`src/rtl/adder64_seq_ctrl.sv`:
```
// Sequential WIDTH-bit adder: one 16-bit slice reused once per beat, LSB beat first,
// with the inter-beat carry held in a register. Valid/ready on both sides.

module sixteen_bit_adder (
  input  logic [15:0] A,
  input  logic [15:0] B,
  input  logic        c0,
  output logic [15:0] output1,
  output logic        cout
);
  assign {cout, output1} = {1'b0, A} + {1'b0, B} + {16'b0, c0};
endmodule

module adder64_seq_ctrl #(
  parameter int WIDTH = 64
) (
  input  logic             clk,
  input  logic             rst_n,
  input  logic             clear,
  input  logic             in_valid,
  output logic             in_ready,
  input  logic [WIDTH-1:0] a,
  input  logic [WIDTH-1:0] b,
  input  logic             cin,
  output logic             out_valid,
  input  logic             out_ready,
  output logic [WIDTH-1:0] sum,
  output logic             cout,
  output logic             ovf,
  output logic             busy
);
  localparam int N  = WIDTH / 16;
  localparam int BW = (N > 1) ? $clog2(N) : 1;

  typedef enum logic [1:0] {S_IDLE, S_CALC, S_DONE} state_t;

  state_t           r_state;
  state_t           w_state_nxt;
  logic [BW-1:0]    r_beat;
  logic             r_carry;
  logic [WIDTH-1:0] r_a;
  logic [WIDTH-1:0] r_b;
  logic [WIDTH-1:0] r_sum;
  logic             r_cout;
  logic             r_ovf;

  logic [BW+3:0]    w_lsb;
  logic [15:0]      w_slice_sum;
  logic             w_slice_cout;
  logic             w_last;

  assign w_lsb  = {r_beat, 4'b0000};
  assign w_last = (r_beat == BW'(N - 1));

  sixteen_bit_adder u_slice (
    .A       (r_a[w_lsb +: 16]),
    .B       (r_b[w_lsb +: 16]),
    .c0      (r_carry),
    .output1 (w_slice_sum),
    .cout    (w_slice_cout)
  );

  always_ff @(posedge clk or negedge rst_n) begin
    if (!rst_n) r_state <= S_IDLE;
    else        r_state <= w_state_nxt;
  end

  always_comb begin
    w_state_nxt = r_state;
    case (r_state)
      S_IDLE:  if (in_valid)  w_state_nxt = S_CALC;
      S_CALC:  if (w_last)    w_state_nxt = S_DONE;
      S_DONE:  if (out_ready) w_state_nxt = S_IDLE;
      default:                w_state_nxt = S_IDLE;
    endcase
    // Abort wins over every handshake, including a pending delivery in DONE.
    if (clear) w_state_nxt = S_IDLE;
  end

  always_ff @(posedge clk or negedge rst_n) begin
    if (!rst_n) begin
      r_beat  <= '0;
      r_carry <= 1'b0;
      r_a     <= '0;
      r_b     <= '0;
      r_sum   <= '0;
      r_cout  <= 1'b0;
      r_ovf   <= 1'b0;
    end else if (clear) begin
      r_beat <= '0;
    end else begin
      case (r_state)
        S_IDLE: begin
          if (in_valid) begin
            r_a     <= a;
            r_b     <= b;
            r_carry <= cin;
            r_beat  <= '0;
          end
        end
        S_CALC: begin
          r_sum[w_lsb +: 16] <= w_slice_sum;
          r_carry            <= w_slice_cout;
          if (w_last) begin
            r_beat <= '0;
            r_cout <= w_slice_cout;
            // Sign bit taken from the live slice output; r_sum's top beat is stale here.
            r_ovf  <= (r_a[WIDTH-1] == r_b[WIDTH-1]) && (w_slice_sum[15] != r_a[WIDTH-1]);
          end else begin
            r_beat <= r_beat + BW'(1);
          end
        end
        default: ;
      endcase
    end
  end

  assign in_ready  = (r_state == S_IDLE);
  assign out_valid = (r_state == S_DONE);
  assign busy      = (r_state == S_CALC) || (r_state == S_DONE);
  assign sum       = r_sum;
  assign cout      = r_cout;
  assign ovf       = r_ovf;

endmodule

```
`config.mk`:
```
export PLATFORM = sky130hd
export DESIGN_NAME = adder64_seq_ctrl
export DESIGN_NICKNAME = d
export VERILOG_FILES = /design/src/rtl/adder64_seq_ctrl.sv
export SDC_FILE = /design/constraint.sdc
export NUM_CORES = 1
export LEC_CHECK = 0
export CAP_MARGIN = 20
export CORE_MARGIN = 2
export CORE_UTILIZATION = 51
export CTS_CLUSTER_SIZE = 12
export DETAILED_ROUTE_END_ITERATION = 6
export HOLD_SLACK_MARGIN = 0.03
export PLACE_DENSITY = 0.8
export SLEW_MARGIN = 20
export SYNTH_ARGS = -nofsm -noshare
export SYNTH_HDL_FRONTEND = slang
export SYNTH_HIERARCHICAL = 1
export SYNTH_SLANG_ARGS = --single-unit
export TNS_END_PERCENT = 100
```
`constraint.sdc`:
```
create_clock -name clk -period 4.2 [get_ports clk]
set_input_delay 0.42 -clock clk [delete_from_list [all_inputs] [get_ports clk]]
set_output_delay 0.42 -clock clk [all_outputs]
set_load 0.1 [all_outputs]
```
==> flow_metrics.env, run 1 <==
export IMPL_outcome="completed"
export IMPL_cts_htree_levels=4
export IMPL_critPathCaptureType="register"
export IMPL_die_w_um=139
export IMPL_n_fill_cell=1253
export IMPL_crit_arrival_ns=4.14
export IMPL_cellPowerDensity_nw_per_um2=661
export IMPL_synth_seq_cells=199
export IMPL_netlist_top_cells_area="dfrtp_1, mux2_2, mux4_2"
export IMPL_initial_antenna_violation_count=0
export IMPL_cts_resized=0
export IMPL_drv_cap=0
export IMPL_finalCritPeriodShare=0.900
export IMPL_grt_max_degree=133
export IMPL_timing_critical_path_slowest_stage_cell="mux4_2"
export IMPL_reg2regPathDepth=10
export IMPL_routed_wire_length_per_instance_um=20.4
export IMPL_tritoncts_num_buffers=17
export IMPL_design_core_area_um2=17900
export IMPL_clock_insertion_delay_worst_skew_ns=0.44
export IMPL_design_area_um2=12000
export IMPL_antenna_violation_net_count_after_detailed_routing=0
export IMPL_reg2reg_setup_slack_ns=0.42
export IMPL_initial_core_util=0.516
export IMPL_cp_data_required_time_ns=4.56
export IMPL_rsz0062_at_grt="false"
export IMPL_drt_pass1_iter_count=5
export IMPL_cts_post_setup_buffers_inserted=0
export IMPL_finClkSkew_ns=0.0106
export IMPL_post_route_drc_count=0
export IMPL_port_buffer_count=202
export IMPL_fin_cells=1096
export IMPL_clock_root_buffer="clkbuf_16"
export IMPL_cts_reportedPaths_clkPinSlew_ns=0.07
export IMPL_synthFlopType="dfrtp_1"
export IMPL_tritoncts="done"
export IMPL_syn_inst=665
export IMPL_syn2layout_area_growth_pct=29.6
export IMPL_worstHoldPathType="in2async"
export IMPL_period_minus_slack_ns=3.78
export IMPL_synth_lib_cells_used_distinct=52
export IMPL_drv_slew=0
export IMPL_most_common_layout_cells="clkdlybuf4s50_1, dfrtp_1, mux2_2"
export IMPL_first_global_vias=6508
export IMPL_cp_startpoint="r_beat[0]"
export IMPL_place_inst=1063
export IMPL_postSynthAreaPerCell_um2=13.9
export IMPL_synth_edff_count=0
export IMPL_drive_above_1_share=0.245
export IMPL_synthesis_area_um2=9240
export IMPL_syn_nets=826
export IMPL_hold_buffers=0
export IMPL_yosysTopAreaCellShare=0.539
export IMPL_power_total_w=0.00791
export IMPL_globalplace_congestion=0.909
export IMPL_critical_path_reg2reg_startpoint="r_beat[0]"
export IMPL_max_clock_path_buffers=2
export IMPL_worst_slew_margin_rel=0.321
export IMPL_setup_worst_path_start_class="register"
export IMPL_crit_reg2reg_capture="sum[30]"
export IMPL_path_cells="buf_4, mux4_2, fa_1, a21o_4, a311oi_2, nor3_1, or2_4, a221oi_1, nand2_1, o21ai_1"
export IMPL_vdd_ir_drop_max_mv=0.507
export IMPL_yosysTopAreaCell="dfrtp_1"
export IMPL_route_final_wire_length_um=22400
export IMPL_cp_endpoint="sum[30]"
export IMPL_first_pass_grt_wire_length_um=36000
export IMPL_final_common_cell="clkdlybuf4s50_1"
export IMPL_worst_slew_pin_transition_ns=1.01
export IMPL_numClockSinks=199
export IMPL_setup_viol=0
export IMPL_max_stage_delay_ns=0.61
export IMPL_multi_input_area_um2=4000
export IMPL_die_area_um2=19200
export IMPL_setup_worst_path_class="reg2reg"
export IMPL_maximum_net_fanout_on_the_critical_path=28
export IMPL_register_area_um2=4980
export IMPL_hold_violations=0
export IMPL_first_iter_violations=532
export IMPL_vias_per_cell=5.77
export IMPL_fin_hold_ws_ns=0.0932
export IMPL_total_track_usage=0.241
export IMPL_io_pin_count=203
export IMPL_max_frequency_mhz=265
export IMPL_grt_overflow_total=0
export IMPL_layout_nets=1016
export IMPL_seq_area_frac_synth=0.539
export IMPL_dpl_cell_area_um2=11400
export IMPL_cellLeakagePower_nw=4.95
export IMPL_yosysWarningCount=6
export IMPL_rows=49
export IMPL_ys_async_sr_fraction=1.00
export IMPL_die_height_um=139
export IMPL_detailedPlacementHpwl_um=16400
export IMPL_final_setup_tns_ns=0
export IMPL_final_antenna_diode_count=0
export IMPL_routed_via_count=6324
where the power goes:
group          internal [W]  total, W  switching [W]
clock              0.000865   0.00161       0.000743
combinational       0.00144   0.00355        0.00210
sequential          0.00245   0.00276       0.000311
total               0.00476   0.00791        0.00316
cell type report:
cell class	instances	share of cell area
Clock inverter	10	0.00951
Clock buffer	21	0.0384
Tap cell	229	0.0239
Sequential cell	199	0.416
Inverter	5	0.00157
Timing Repair Buffer	210	0.177
Multi-Input combinational cell	422	0.334
worst max-delay path: cells and delay by family, from the launching register on:
family / cells / cell delay (ns)
buffers and inverters: 1 / 0.47
AND/OR/NAND/NOR: 3 / 0.46
AO/OA/AOI/OAI: 4 / 1.22
multiplexers: 1 / 0.61
adder cells (fa/ha/maj): 1 / 0.49
flip-flops: 1 / 0.43
state kept, by name (all words and copies together) (netlist names):
| register | cells |
|---|---|
| r_carry | 1 |
| r_state | 2 |
| cout | 1 |
| ovf | 1 |
| r_b | 64 |
| r_beat | 2 |
| r_a | 64 |
| sum | 64 |
metal layers:
metal	wire, um	vias up	global-route usage
met2	10600	291	0.375
met5	0	-	0
li1	-	2817	-
met4	830	0	0.108
met1	9320	3176	0.325
met3	1630	40	0.0604
through the flow:
step / utilization / setup slack (ns)
final: 0.669 / 0.420
after global routing: 0.669 / 0.128
after CTS: 0.668 / 0.374
after detailed placement: 0.636 / 0.412
after global placement: 0.636 / 0.489
after floorplan: - / 0.395
cell usage after synthesis (all sizes together), types with 2 or more instances:
library cell	instances
a21o	5
a21oi	13
a22o	32
a311oi	3
a31oi	4
and3	2
buf	27
clkbuf	12
dfrtp	199
fa	2
ha	25
inv	5
mux2	129
mux2i	3
mux4	32
nand2	77
nand2b	4
nand3	2
nand3b	7
nor2	4
nor4b	4
o211ai	3
o21ai	39
o21bai	3
or2	2
xnor2	4
xor2	9
logic make-up after synthesis:
| family | share of synthesized area |
|---|---|
| simple gates | 0.0624 |
| fa+ha+maj | 0.0382 |
| mux | 0.238 |
| xor+xnor | 0.0123 |
| flops | 0.539 |
| buf+inv | 0.0290 |
| compound gates | 0.0811 |
worst min path at each step:
stage / startpoint / end / slack [ns] / cells after the start
CTS: rst_n / sum[2] / 0.20 / 1
floorplan: rst_n / cout / 0.12 / 0
finish: rst_n / sum[19] / 0.09 / 1
detailed placement: sum[40] / sum[40] / 0.47 / 2
global route: rst_n / sum[19] / 0.19 / 1
global placement: sum[21] / sum[21] / 0.47 / 2
No activity file was read; power rests on OpenSTA's default activity.
==> run 2: changes to the inputs <==
--- a/config.mk
+++ b/config.mk
@@ -7,11 +7,11 @@
 export LEC_CHECK = 0
 export CAP_MARGIN = 20
 export CORE_MARGIN = 2
-export CORE_UTILIZATION = 51
+export CORE_UTILIZATION = 43
 export CTS_CLUSTER_SIZE = 12
 export DETAILED_ROUTE_END_ITERATION = 6
 export HOLD_SLACK_MARGIN = 0.03
-export PLACE_DENSITY = 0.8
+export PLACE_DENSITY = 0.7
 export SLEW_MARGIN = 20
 export SYNTH_ARGS = -nofsm -noshare
 export SYNTH_HDL_FRONTEND = slang
==> run 2 against run 1 <==
Effect of this change:
- setup slack better by 0.073 ns
- design area up 0.68%
- fmax up 2.0%
- via count down 2.1%
- critical path type unchanged
- largest power group unchanged
==> flow_metrics.env, run 2 (synthesis results as in run 1) <==
export IMPL_cp_data_required_time_ns=4.51
export IMPL_drv_cap=0
export IMPL_drt_pass1_iter_count=6
export IMPL_port_buffer_count=202
export IMPL_power_total_w=0.00787
export IMPL_routed_wire_length_per_instance_um=19.9
export IMPL_cts_htree_levels=4
export IMPL_die_area_um2=22700
export IMPL_drv_slew=0
export IMPL_initial_antenna_violation_count=0
export IMPL_tritoncts="done"
export IMPL_syn2layout_area_growth_pct=30.5
export IMPL_finalCritPeriodShare=0.883
export IMPL_detailedPlacementHpwl_um=17200
export IMPL_routed_via_count=6190
export IMPL_final_setup_tns_ns=0
export IMPL_rows=53
export IMPL_hold_violations=0
export IMPL_layout_nets=1020
export IMPL_post_route_drc_count=0
export IMPL_grt_overflow_total=0
export IMPL_outcome="completed"
export IMPL_io_pin_count=203
export IMPL_worst_slew_pin_transition_ns=1.04
export IMPL_period_minus_slack_ns=3.71
export IMPL_cts_post_setup_buffers_inserted=0
export IMPL_antenna_violation_net_count_after_detailed_routing=0
export IMPL_route_final_wire_length_um=22800
export IMPL_cts_reportedPaths_clkPinSlew_ns=0.07
export IMPL_globalplace_congestion=0.901
export IMPL_cellLeakagePower_nw=4.96
export IMPL_crit_buf_inv=1
export IMPL_crit_arrival_ns=4.01
export IMPL_reg2reg_setup_slack_ns=0.49
export IMPL_max_clock_path_buffers=2
export IMPL_maximum_net_fanout_on_the_critical_path=18
export IMPL_numClockSinks=199
export IMPL_cellPowerDensity_nw_per_um2=653
export IMPL_path_delay_family="compound AO/OA/AOI/OAI gates"
export IMPL_die_w_um=151
export IMPL_path_cells="buf_4, mux4_2, ha_1, nand2_1, a2111oi_0, nor2_1, o21ai_1, xor2_1, and3b_1, a21oi_1, o21ai_0"
export IMPL_total_track_usage=0.210
export IMPL_setup_worst_path_start_class="register"
export IMPL_final_common_cell="clkdlybuf4s50_1"
export IMPL_cp_depth=11
export IMPL_first_pass_grt_wire_length_um=35700
export IMPL_die_height_um=151
export IMPL_cts_resized=0
export IMPL_first_global_vias=6354
export IMPL_clock_insertion_delay_worst_skew_ns=0.43
export IMPL_critPathCaptureType="register"
export IMPL_grt_max_degree=113
export IMPL_clock_root_buffer="clkbuf_16"
export IMPL_timing_critical_path_slowest_stage_cell="mux4_2"
export IMPL_initial_core_util=0.438
export IMPL_first_iter_violations=304
export IMPL_max_stage_delay_ns=0.60
export IMPL_vias_per_cell=5.39
export IMPL_worst_slew_margin_rel=0.302
export IMPL_design_core_area_um2=21100
export IMPL_worstHoldPathType="in2async"
export IMPL_hold_buffers=0
export IMPL_finClkSkew_ns=0.0106
export IMPL_vdd_ir_drop_max_mv=0.501
export IMPL_setup_worst_path_class="reg2reg"
export IMPL_most_common_layout_cells="clkdlybuf4s50_1, dfrtp_1, mux2_2"
export IMPL_reg2regPathDepth=11
export IMPL_max_frequency_mhz=270
export IMPL_rsz0062_at_grt="false"
export IMPL_setup_viol=0
export IMPL_tritoncts_num_buffers=17
export IMPL_drive_above_1_share=0.249
run 2: cell count changes in the layout (fill, tap and decap cells not counted), sizes merged:
cell / change
diode: +1
buf: +3
inv: -3
clkbuf: +4
clkinv: -3
clkinvlp: +4
run 2: cell type report:
type                    instances  area, um2
clock buffers                  24        502
multi-input cells             422       4000
flip-flops and latches        199       4980
diodes                          1       2.50
well taps                     275        344
repair buffers                214       2130
inverters                       5       18.8
fillers                      1747       9030
clock inverters                 8       86.3
run 2: metal layers:
layer | vias to the layer above | share of wire | GRT usage
met1 | 3110 | 0.42 | 0.275
met2 | 223 | 0.49 | 0.346
met5 | - | 0 | 0
met4 | 0 | 0.013 | 0.0523
met3 | 22 | 0.078 | 0.0618
li1 | 2835 | - | -
run 2: final timing paths:
path	from	endpoint
max in group asynchronous	rst_n	r_b[15]
hold reg to reg	sum[41]	sum[41]
min in group clk	sum[41]	sum[41]
setup reg to reg	r_beat[0]	ovf
hold / removal	rst_n	sum[52]
setup / recovery	r_beat[0]	ovf
run 2: power breakdown:
group          total [W]  switching, W  internal, W
Sequential       0.00278      0.000326      0.00245
Combinational    0.00348       0.00204      0.00144
Clock            0.00161      0.000707     0.000903
run 2: stage by stage:
| step | instances | setup WS, ns | util | instance area, um2 | hold WS (ns) |
|---|---|---|---|---|---|
| floorplan | 665 | 0.395 | - | 9240 | 0.124 |
| CTS | 1146 | 0.454 | 0.571 | 12000 | 0.140 |
| global placement | 1113 | 0.503 | 0.543 | 11400 | 0.462 |
| finish | 1148 | 0.493 | 0.572 | 12100 | 0.0823 |
| global route | 1147 | 0.213 | 0.572 | 12100 | 0.158 |
| detailed placement | 1114 | 0.464 | 0.543 | 11500 | 0.469 |
==> run 3: changes to the inputs <==
--- a/config.mk
+++ b/config.mk
@@ -5,13 +5,13 @@
 export SDC_FILE = /design/constraint.sdc
 export NUM_CORES = 1
 export LEC_CHECK = 0
+export ABC_AREA = 1
 export CAP_MARGIN = 20
-export CORE_MARGIN = 2
-export CORE_UTILIZATION = 43
+export CORE_MARGIN = 4
+export CORE_UTILIZATION = 40
 export CTS_CLUSTER_SIZE = 12
 export DETAILED_ROUTE_END_ITERATION = 6
 export HOLD_SLACK_MARGIN = 0.03
-export PLACE_DENSITY = 0.7
 export SLEW_MARGIN = 20
 export SYNTH_ARGS = -nofsm -noshare
 export SYNTH_HDL_FRONTEND = slang
==> run 3 against run 2 <==
Effect of this change:
- clock power grew 8%
- setup slack gained 0.42 ns
- first-iteration DRC count grew 130%
- die area grew 23%
- final cell count grew 59%
- combinational power grew 18%
- routed wire length grew 25%
- via count grew 40%
- critical path type unchanged
==> flow_metrics.env, run 3 <==
export IMPL_maximum_net_fanout_on_the_critical_path=69
export IMPL_setup_viol=0
export IMPL_clock_root_buffer="clkbuf_16"
export IMPL_power_frac_clock=0.201
export IMPL_path_cells="buf_4, o21ai_0, o22ai_1, fa_1, fa_1, nand2_1, nand3_1, nand3_1, nand2_1, nand2_1, nand3_1, nand2_1, nand2_1, nor2_1, nand2_1, nand2_1"
export IMPL_drt_pass1_iter_count=5
export IMPL_ys_async_sr_fraction=1.00
export IMPL_yosysWarningCount=6
export IMPL_timing_critical_path_slowest_stage_cell="fa_1"
export IMPL_grt_overflow_total=0
export IMPL_outcome="completed"
export IMPL_antenna_violation_net_count_after_detailed_routing=0
export IMPL_first_pass_grt_wire_length_um=45900
export IMPL_period_minus_slack_ns=3.28
export IMPL_drive_above_1_share=0.0567
export IMPL_syn_inst=1312
export IMPL_cts_post_setup_buffers_inserted=0
export IMPL_layout_nets=1646
export IMPL_synth_seq_cells=199
export IMPL_syn_nets=1473
export IMPL_design_core_area_um2=24600
export IMPL_finClkSkew_ns=0.0186
export IMPL_final_core_utilization=0.527
export IMPL_first_global_vias=8452
export IMPL_max_frequency_mhz=305
export IMPL_numClockSinks=199
export IMPL_die_area_um2=27900
export IMPL_drv_slew=0
export IMPL_grt_max_degree=126
export IMPL_die_w_um=167
export IMPL_finalCritPeriodShare=0.782
export IMPL_first_iter_violations=697
export IMPL_netlist_top_cells_area="dfrtp_1, nand2_1, o21ai_0"
export IMPL_place_inst=1790
export IMPL_max_clock_path_buffers=2
export IMPL_route_final_wire_length_um=28500
export IMPL_total_track_usage=0.204
export IMPL_routed_via_count=8653
export IMPL_setup_worst_path_class="reg2reg"
export IMPL_detailedPlacementHpwl_um=20900
export IMPL_final_antenna_diode_count=0
export IMPL_critPathMostFrequentCell="nand2_1"
export IMPL_worst_slew_margin_rel=0.299
export IMPL_most_common_layout_cells="nand2_1, o21ai_0, clkdlybuf4s50_1"
export IMPL_synth_lib_cells_used_distinct=33
export IMPL_initial_core_util=0.411
export IMPL_clock_insertion_delay_worst_skew_ns=0.44
export IMPL_rows=57
export IMPL_cts_htree_levels=4
export IMPL_max_stage_delay_ns=0.45
export IMPL_seq_area_frac_synth=0.493
export IMPL_yosysTopAreaCell="dfrtp_1"
export IMPL_port_buffer_count=202
export IMPL_final_setup_tns_ns=0
export IMPL_final_common_cell="nand2_1"
export IMPL_post_route_drc_count=0
export IMPL_fin_cells=1822
export IMPL_syn2layout_area_growth_pct=28.4
export IMPL_postSynthAreaPerCell_um2=7.70
export IMPL_power_share_switching=0.459
export IMPL_yosysTopAreaCellShare=0.493
export IMPL_drv_cap=0
export IMPL_p_sw_w=0.00397
export IMPL_rsz0062_at_grt="false"
export IMPL_routed_wire_length_per_instance_um=15.7
export IMPL_cts_resized=0
export IMPL_initial_antenna_violation_count=0
export IMPL_hold_violations=0
export IMPL_die_height_um=167
export IMPL_power_sequential_fraction=0.324
export IMPL_worstHoldPathType="in2async"
export IMPL_synthesis_area_um2=10100
export IMPL_vias_per_cell=4.75
export IMPL_combPwrFrac=0.475
export IMPL_tritoncts_num_buffers=17
export IMPL_tritoncts="done"
export IMPL_cellLeakagePower_nw=6.91
export IMPL_cellPowerDensity_nw_per_um2=666
export IMPL_setup_worst_path_start_class="register"
export IMPL_critPathCaptureType="register"
export IMPL_n_fill_cell=2372
export IMPL_worst_slew_pin_transition_ns=1.05
export IMPL_crit_arrival_ns=3.66
export IMPL_hold_buffers=0
export IMPL_reg2reg_setup_slack_ns=0.92
export IMPL_cp_data_required_time_ns=4.58
export IMPL_vdd_ir_drop_max_mv=0.365
export IMPL_synthFlopType="dfrtp_1"
export IMPL_globalplace_congestion=0.894
export IMPL_post_synth_most_frequent_cells="nand2_1, o21ai_0, dfrtp_1"
export IMPL_synth_edff_count=0
export IMPL_cts_reportedPaths_clkPinSlew_ns=0.08
export IMPL_io_pin_count=203
export IMPL_synthMostInstantiatedCell="nand2_1"
export IMPL_internal_power_w=0.00468
-- run 3: logic make-up (layout without fill, tap and decap cells) --
family | count (synthesis) | in the layout | share of synthesized area
xor+xnor | 7 | 7 | 0.00607
fa+ha+maj | 27 | 27 | 0.0349
buf+inv | 265 | 451 | 0.107
flops | 199 | 199 | 0.493
simple gates | 559 | 559 | 0.227
compound gates | 255 | 255 | 0.132
-- run 3: layout make-up --
type / instances / area (um2) / share of cell area
clock buffers: 20 / 467 / 0.0360
well taps: 324 / 405 / 0.0312
flip-flops and latches: 199 / 4980 / 0.384
repair buffers: 216 / 2160 / 0.166
multi-input cells: 848 / 4050 / 0.312
inverters: 203 / 764 / 0.0589
clock inverters: 12 / 155 / 0.0120
-- run 3: per-stage QoR --
step / hold slack, ns / setup slack (ns) / power [W] / instance area (um2)
floorplan: 0.124 / 1.41 / 0.00566 / 10100
global placement: 0.462 / 1.01 / 0.00691 / 12400
detailed placement: 0.465 / 0.915 / 0.00694 / 12400
CTS: 0.205 / 0.921 / 0.00869 / 13000
global route: 0.191 / 0.661 / 0.00932 / 13000
finish: 0.0998 / 0.917 / 0.00865 / 13000
-- run 3: path summary, 6_finish.rpt --
kind | to | cells past startpoint | startpoint
max | sum[58] | 16 | r_beat[0]
min | sum[49] | 1 | rst_n
max reg2reg | sum[58] | 16 | r_beat[0]
min reg2reg | sum[37] | 2 | sum[37]
max in group asynchronous | r_b[18] | 2 | rst_n
min in group clk | sum[37] | 2 | sum[37]
-- run 3: worst max-delay path: cells and delay by family (launching register included) --
kind / cells / cell delay [ns]
AND/OR/NAND/NOR: 11 / 1.20
AO/OA/AOI/OAI: 2 / 0.40
adder cells (fa/ha/maj): 2 / 0.87
flip-flops: 1 / 0.41
buffers and inverters: 1 / 0.34
-- run 3: power by group through the flow --
stage / clock network (W) / registers [W] / logic [W]
floorplan: 0 / 0.00312 / 0.00255
global placement: 0 / 0.00284 / 0.00407
detailed placement: 0 / 0.00283 / 0.00411
CTS: 0.00176 / 0.00280 / 0.00413
global route: 0.00185 / 0.00287 / 0.00461
finish: 0.00174 / 0.00280 / 0.00411
-- run 3: layer usage --
metal | wire length [um] | vias to the layer above | track usage
met4 | 382 | 0 | 0.0388
met2 | 13500 | 236 | 0.334
met3 | 1420 | 23 | 0.0382
li1 | - | 4424 | -
met1 | 13200 | 3970 | 0.289
met5 | 0 | - | 0
